==> src/rtl/rst_seq.sv <==
// Reset sequencer: merges board reset, a debounced pushbutton and a soft-reset
// pulse into one registered, minimum-width system reset, and counts accepted presses.
module rst_seq #(
    parameter int DEBOUNCE_CYCLES = 50000,
    parameter int HOLD_CYCLES     = 16
) (
    input  logic       clk,
    input  logic       rst,
    input  logic       btn,
    input  logic       ext_req,
    output logic       sys_rst,
    output logic [7:0] press_cnt
);

    localparam int DB_W   = $clog2(DEBOUNCE_CYCLES);
    localparam int HOLD_W = $clog2(HOLD_CYCLES);
    localparam logic [DB_W-1:0]   DB_LAST   = DB_W'(DEBOUNCE_CYCLES - 1);
    localparam logic [HOLD_W-1:0] HOLD_LAST = HOLD_W'(HOLD_CYCLES - 1);

    typedef enum logic [1:0] {
        HOLD     = 2'd0,
        RUN      = 2'd1,
        WAIT_REL = 2'd2
    } state_t;

    logic              s1_reg;
    logic              s2_reg;
    logic              stable_reg;
    logic              stable_d_reg;
    logic [DB_W-1:0]   db_cnt_reg;
    logic [7:0]        press_cnt_reg;
    logic [HOLD_W-1:0] hold_cnt_reg;
    logic [HOLD_W-1:0] hold_cnt_next;
    state_t            state_reg;
    state_t            state_next;
    logic              sys_rst_reg;
    logic              press;

    // Two-flop synchronizer for the asynchronous button.
    always_ff @(posedge clk) begin
        if (rst) begin
            s1_reg <= 1'b0;
            s2_reg <= 1'b0;
        end else begin
            s1_reg <= btn;
            s2_reg <= s1_reg;
        end
    end

    // Any bounce back to the accepted level restarts the qualification count.
    always_ff @(posedge clk) begin
        if (rst) begin
            stable_reg   <= 1'b0;
            stable_d_reg <= 1'b0;
            db_cnt_reg   <= '0;
        end else begin
            stable_d_reg <= stable_reg;
            if (s2_reg == stable_reg) begin
                db_cnt_reg <= '0;
            end else if (db_cnt_reg == DB_LAST) begin
                stable_reg <= s2_reg;
                db_cnt_reg <= '0;
            end else begin
                db_cnt_reg <= db_cnt_reg + 1'b1;
            end
        end
    end

    assign press = stable_reg & ~stable_d_reg;

    always_ff @(posedge clk) begin
        if (rst) begin
            press_cnt_reg <= 8'd0;
        end else if (press) begin
            press_cnt_reg <= press_cnt_reg + 8'd1;
        end
    end

    always_comb begin
        state_next    = state_reg;
        hold_cnt_next = hold_cnt_reg;
        case (state_reg)
            HOLD: begin
                if (press || ext_req) begin
                    hold_cnt_next = '0;
                end else if (hold_cnt_reg == HOLD_LAST) begin
                    hold_cnt_next = '0;
                    state_next    = stable_reg ? WAIT_REL : RUN;
                end else begin
                    hold_cnt_next = hold_cnt_reg + 1'b1;
                end
            end
            RUN: begin
                // A press outranks a simultaneous soft request.
                if (press) begin
                    state_next = WAIT_REL;
                end else if (ext_req) begin
                    state_next    = HOLD;
                    hold_cnt_next = '0;
                end
            end
            WAIT_REL: begin
                if (!stable_reg) begin
                    state_next    = HOLD;
                    hold_cnt_next = '0;
                end
            end
            default: begin
                state_next    = HOLD;
                hold_cnt_next = '0;
            end
        endcase
    end

    // sys_rst is registered from the next state so it is glitch-free and in step with the FSM.
    always_ff @(posedge clk) begin
        if (rst) begin
            state_reg    <= HOLD;
            hold_cnt_reg <= '0;
            sys_rst_reg  <= 1'b1;
        end else begin
            state_reg    <= state_next;
            hold_cnt_reg <= hold_cnt_next;
            sys_rst_reg  <= (state_next != RUN);
        end
    end

    assign sys_rst   = sys_rst_reg;
    assign press_cnt = press_cnt_reg;

endmodule
==> config.mk <==
export PLATFORM = sky130hd
export DESIGN_NAME = rst_seq
export DESIGN_NICKNAME = d
export VERILOG_FILES = /design/src/rtl/rst_seq.sv
export SDC_FILE = /design/constraint.sdc
export NUM_CORES = 1
export LEC_CHECK = 0
export CORE_MARGIN = 5
export CORE_UTILIZATION = 50
export DETAILED_ROUTE_END_ITERATION = 16
export PLACE_DENSITY_LB_ADDON = 0.2
export REMOVE_ABC_BUFFERS = 1
export SYNTH_ARGS = -nofsm -noshare
export SYNTH_HDL_FRONTEND = slang
export SYNTH_SLANG_ARGS = --single-unit
==> constraint.sdc <==
create_clock -name clk -period 2.28 [get_ports clk]
set_input_delay 0.342 -clock clk [delete_from_list [all_inputs] [get_ports clk]]
set_output_delay 0.342 -clock clk [all_outputs]
set_load 0.02 [all_outputs]
Yosys cells after proc, flatten, opt, wreduce, memory -nomap -nowiden
Cells that the tools add are included.
Cells by class
  multipliers: 0
  equality and inequality tests: 9
  shifts and indexed selects: 0
  order comparisons: 0
  divide/modulo/power cells: 0
  multiplexer cells: 13
  bitwise logic cells: 3
  $add $sub $neg: 3
  reductions and logical operators: 5
Operator list (number)
  2-to-1 mux 4 bit: 5
  adder 16 x 1 -> 16 bit, second input constant: 1
  equality test 16 bit, second input constant: 1
  2-to-1 mux 2 bit: 6
  case mux 4 bit (3 select lines): 1
  adder 8 x 1 -> 8 bit, second input constant: 1
  inequality test 2 bit, second input constant: 3
  case mux 2 bit (3 select lines): 1
  adder 4 x 1 -> 4 bit, second input constant: 1
  equality test 4 bit, second input constant: 1
  AND reduction 3 bit: 1
  OR reduction 3 bit: 1
  equality test 2 x 1 -> 1 bit, second input constant: 1
  equality test 2 bit, second input constant: 1
  logical NOT 2 bit: 1
  inequality test 2 x 1 -> 1 bit, second input constant: 1
  inverter 1 bit: 2
  AND reduction 2 bit: 1
  bitwise AND 1 bit: 1
  equality test 1 bit: 1
  logical OR 1 bit: 1
Storage, ports and cells
  memories: 0
  flip-flop bits (word level): 35
  word-level logic and storage cells: 42
  output and inout bits: 9
  bits in latches: 0
  memory bits (read-only): 0
  RAM bits: 0

Depth between registers and ports, before layout
  depth after elaboration: 6
  mapped depth: 5
  mapped depth without buffers: 5

Worst setup path after synthesis
Ideal clock, no wire load.
  kind: reg2reg
  from: register db_cnt_reg[0]
  to: register db_cnt_reg[4]
  required time: 2.164 ns
  library setup time: 0.116 ns
  data arrival time: 1.455 ns
  path buffers: 1
  stages on the path, launching flop included: 6
  path slack: 0.709 ns
  cell sequence: dfxtp_1 > ha_1 > nand3_1 > o41ai_4 > buf_6 > nor2_1
On the way
  cells in the longest elaborated chain, start to end: 2
Ends and longest elaborated chain
  start, declared: line 30  | logic [DB_W-1:0] db_cnt_reg;
  start signal, assigned: line 64  | db_cnt_reg <= db_cnt_reg + 1'b1;
  branches (longest 2 deep; another with adder 16 x 1 -> 16 bit)
Parallel ways; which one is timed is not known.
A chain may end at the register's enable or synchronous reset.

Final worst setup path
  from: register press_cnt_reg[3], in the netlist press_cnt[3]
  to: output port press_cnt[3]
RTL lines
  start, declared: line 31  | logic [7:0] press_cnt_reg;
  start signal, assigned: line 75  | press_cnt_reg <= press_cnt_reg + 8'd1;
  end, declared: line 12  | output logic [7:0] press_cnt
No word-level cell between the ends.

==> metrics.md <==
| Metric | Value |
|---|---|
| VDD IR max | `between 300 and 400 uV` |
| Largest area contributor in the netlist | `dfxtp_1` |
| Syn_area_per_cell | `9.06 um2` |
| Number of flip-flops in the largest register | `16` |
| Post-synthesis compound-gate area fraction | `7.51%` |
| Initial Util | `51.6%` |
| Wire per inst | `13.2 um` |
| Cell area after synthesis | `1550 um2` |
| Synth warnings | `0` |
| Clock transition at path regs | `about 0.11 ns` |
| Number of global-route vias before repair | `1,234` |
| CP Capture Type | `output port` |
| Sequential area share after synthesis | `45.2%` |
| Total iterations of the first detailed-routing run | `4` |
| Clk root buf | `clkbuf_4` |
| Max-slew violation total from the final report | `0` |
| Layout filler cell count | `about 280` |
| Hold Path Class | `flip-flop to flip-flop` |
| RSZ-0062 raised after global routing | `no` |
| CTS buffer count | `5` |
| Min-delay src | `s1_reg` |
| Status | `finished clean` |
| Synth area leaders | `dfxtp_1 (45%), xnor2_1 (8.5%), nor2_1 (6.5%), xor2_1 (4.0%), nand4_1 (2.8%)` |
| Global router's overall resource usage | `between 10% and 20%` |
| Area of the multi-input gates | `791 um2` |
| Asr flop ratio synth | `0%` |
| Final Cycle Share | `76.4%` |
| DP HPWL | `2140 um` |
| CP bufs+invs | `1` |
| Crit path max fanout | `5` |
| Layout area overhead | `15.7%` |
| Distinct cells, synth | `35` |
| GPL Wtd Cong | `0.810` |
| IO Port Bufs | `12` |
| Total number of vias | `approximately 1,200` |
| Die area | `between 4000 and 5000 um2` |
| R2r startpoint | `db_cnt_reg[0]` |
| Critical path's slowest cell | `clkdlybuf4s50_1` |
| Routed Antenna Nets | `0` |
| Yosys top cell area share | `45.2%` |
| WS Path Type | `flip-flop to output port` |
| Synth Area in Adders | `2.42%` |
| Postcts setup bufs | `0` |
| Worst path arrival time | `1.40 ns` |
| Max incr delay on CP | `0.64 ns` |
| Max-Cap Viols | `0` |
| WL final | `between 2000 and 3000 um` |
| Synth Area in XOR/XNOR | `12.4%` |
| Resized Gates After CTS | `0` |
| Mux contribution to synthesized area | `about 1.3%` |
| Final setup fails | `0` |
| Hold Vio Cnt, Final | `0` |
| Share of layout cells above drive strength 1 | `8.47%` |
| Initial antenna violation count | `0` |
| Vias per inst | `5.58` |
| Placement Cell Area | `1710 um2` |
| Maximum number of pins on one net before global-route repair | `16` |
| Clock Skew | `approximately 0.008 ns` |
| Clock tree buffer depth | `2` |
| Row count | `20` |
| Tmin final | `1.74 ns` |
| Core ar. | `3000 um2` |
| Hold_buf cts | `0` |
| Remaining Overflow, GRT | `0` |
| H-tree levels | `2` |
| Delay-heaviest family, CP | `buffers and inverters` |
| Number of DRC markers in iteration 0 | `51` |
| IO Pins | `13` |
| Leak pwr | `0.000602 uW` |
| Crit start category | `flip-flop` |
| Worst path cell trace | `clkdlybuf4s50_1` |
| Final routed DRC violation total | `0` |
| Post-synth EDFFs | `0` |
| First-pass GRT wire length | `5300 um` |
| Critical Path Source | `press_cnt[3]` |
| Worst-skew pair later-pin latency | `roughly 0.34 ns` |
| Die H | `about 66 um` |
| Register Area | `701 um2` |
| Least-Margin Pin Slew | `0.459 ns` |
| Largest family of logic cells by synthesized area | `simple AND/OR/NAND/NOR gates` |
| FMAX | `about 570 MHz` |
| Antenna Cells | `0` |
| Synth Area in Simple Gates | `27.4%` |
| Final nets | `about 200` |
| TritonCTS clock tree | `done` |
| Die width | `65.7 um` |
| Post-Syn Instances | `roughly 170` |
| Power Density | `618 nW/um2` |
| Setup TNS | `0 ns` |
| Slew HR | `69.4%` |
| Fin area | `1790 um2` |
| Main flop type after synthesis | `dfxtp_1` |
| Synthesis-stage register bit count | `35` |
| Critical Path RT | `1.94 ns` |
| Clock Sink Count | `35` |
## per-stage QoR
stage               hold slack, ns  std cells  total power, uW  setup slack, ns  utilization, %
global route                 0.475        222             1160            0.410            59.7
finish                       0.461        222             1110            0.539            59.7
detailed placement           0.445        214              659            0.300            56.8
CTS                          0.462        222             1130            0.513            59.7
global placement             0.422        214              657            0.346            56.8
floorplan                    0.414        166              643            0.637               -
## per-layer routing
metal / wire length, um / vias up / global-route usage [%] / share of wire, %
li1: - / 624 / - / -
met1: 1280 / 590 / 17.7 / 44
met2: 1470 / 17 / 26.9 / 50
met3: 97 / 7 / 5.81 / 3.3
met4: 66 / 0 / 7.51 / 2.3
met5: 0 / - / 0 / 0
## worst register-to-register path, stage by stage (launching register included)
cell	delay, ns
dfxtp_1	0.39
ha_1	0.20
nand3_1	0.31
o41ai_4	0.38
buf_4	0.25
nor2_1	0.08
## synthesized netlist by cell type (all sizes together) (3+ instances only)
cell type / n
nor3: 6
and3: 3
o21ai: 4
xnor2: 15
nand2: 10
nand3: 8
nand2b: 3
nor2b: 3
a21oi: 3
inv: 8
clkbuf: 3
nand4: 7
nor2: 27
nor4: 7
xor2: 7
dfxtp: 35
ha: 3
## path summary, 6_finish.rpt
| kind | endpoint | slack (ns) | cells after the start |
|---|---|---|---|
| setup / recovery | press_cnt[3] | 0.54 | 1 |
| setup reg to reg | db_cnt_reg[6] | 0.57 | 5 |
| hold / removal | s2_reg | 0.46 | 1 |
| hold reg to reg | s2_reg | 0.46 | 1 |
## cell families after synthesis
kind of cell | count (synthesis)
fa+ha+maj | 3
compound gates | 15
flops | 35
xor+xnor | 22
buf+inv | 13
simple gates | 81
mux | 2
## cell type report
| type | count | area share [%] |
|---|---|---|
| Tap cell | 33 | 2.30 |
| Clock inverter | 2 | 1.96 |
| Sequential cell | 35 | 39.1 |
| Timing Repair Buffer | 15 | 7.96 |
| Inverter | 8 | 1.68 |
| Clock buffer | 6 | 2.86 |
| Multi-Input combinational cell | 123 | 44.1 |
## cell usage in the layout (no fill, tap or decap), drive strengths merged
cell type,count
nor3b,2
nor4b,1
nor2,27
xor2,7
or3b,1
a311oi,1
a21o,1
buf,3
and3,3
o21ai,4
o41ai,1
nor3,6
nor2b,3
nand4,7
xnor2,15
nand3,8
clkbuf,6
nand2b,3
clkdlybuf4s50,12
or3,1
or4bb,1
nand2,10
o211ai,1
bufinv,1
clkinv,1
a22oi,1
a31oi,1
o21bai,1
a22o,1
a21oi,3
mux2i,2
inv,8
nor4,7
ha,3
dfxtp,35
or4b,1
## power breakdown
part	internal, uW	switching (uW)	total (uW)
sequential	615	3.47	618
clock	259	204	463
combinational	12.9	13.7	26.6
Power figures use the tool's default switching activity.
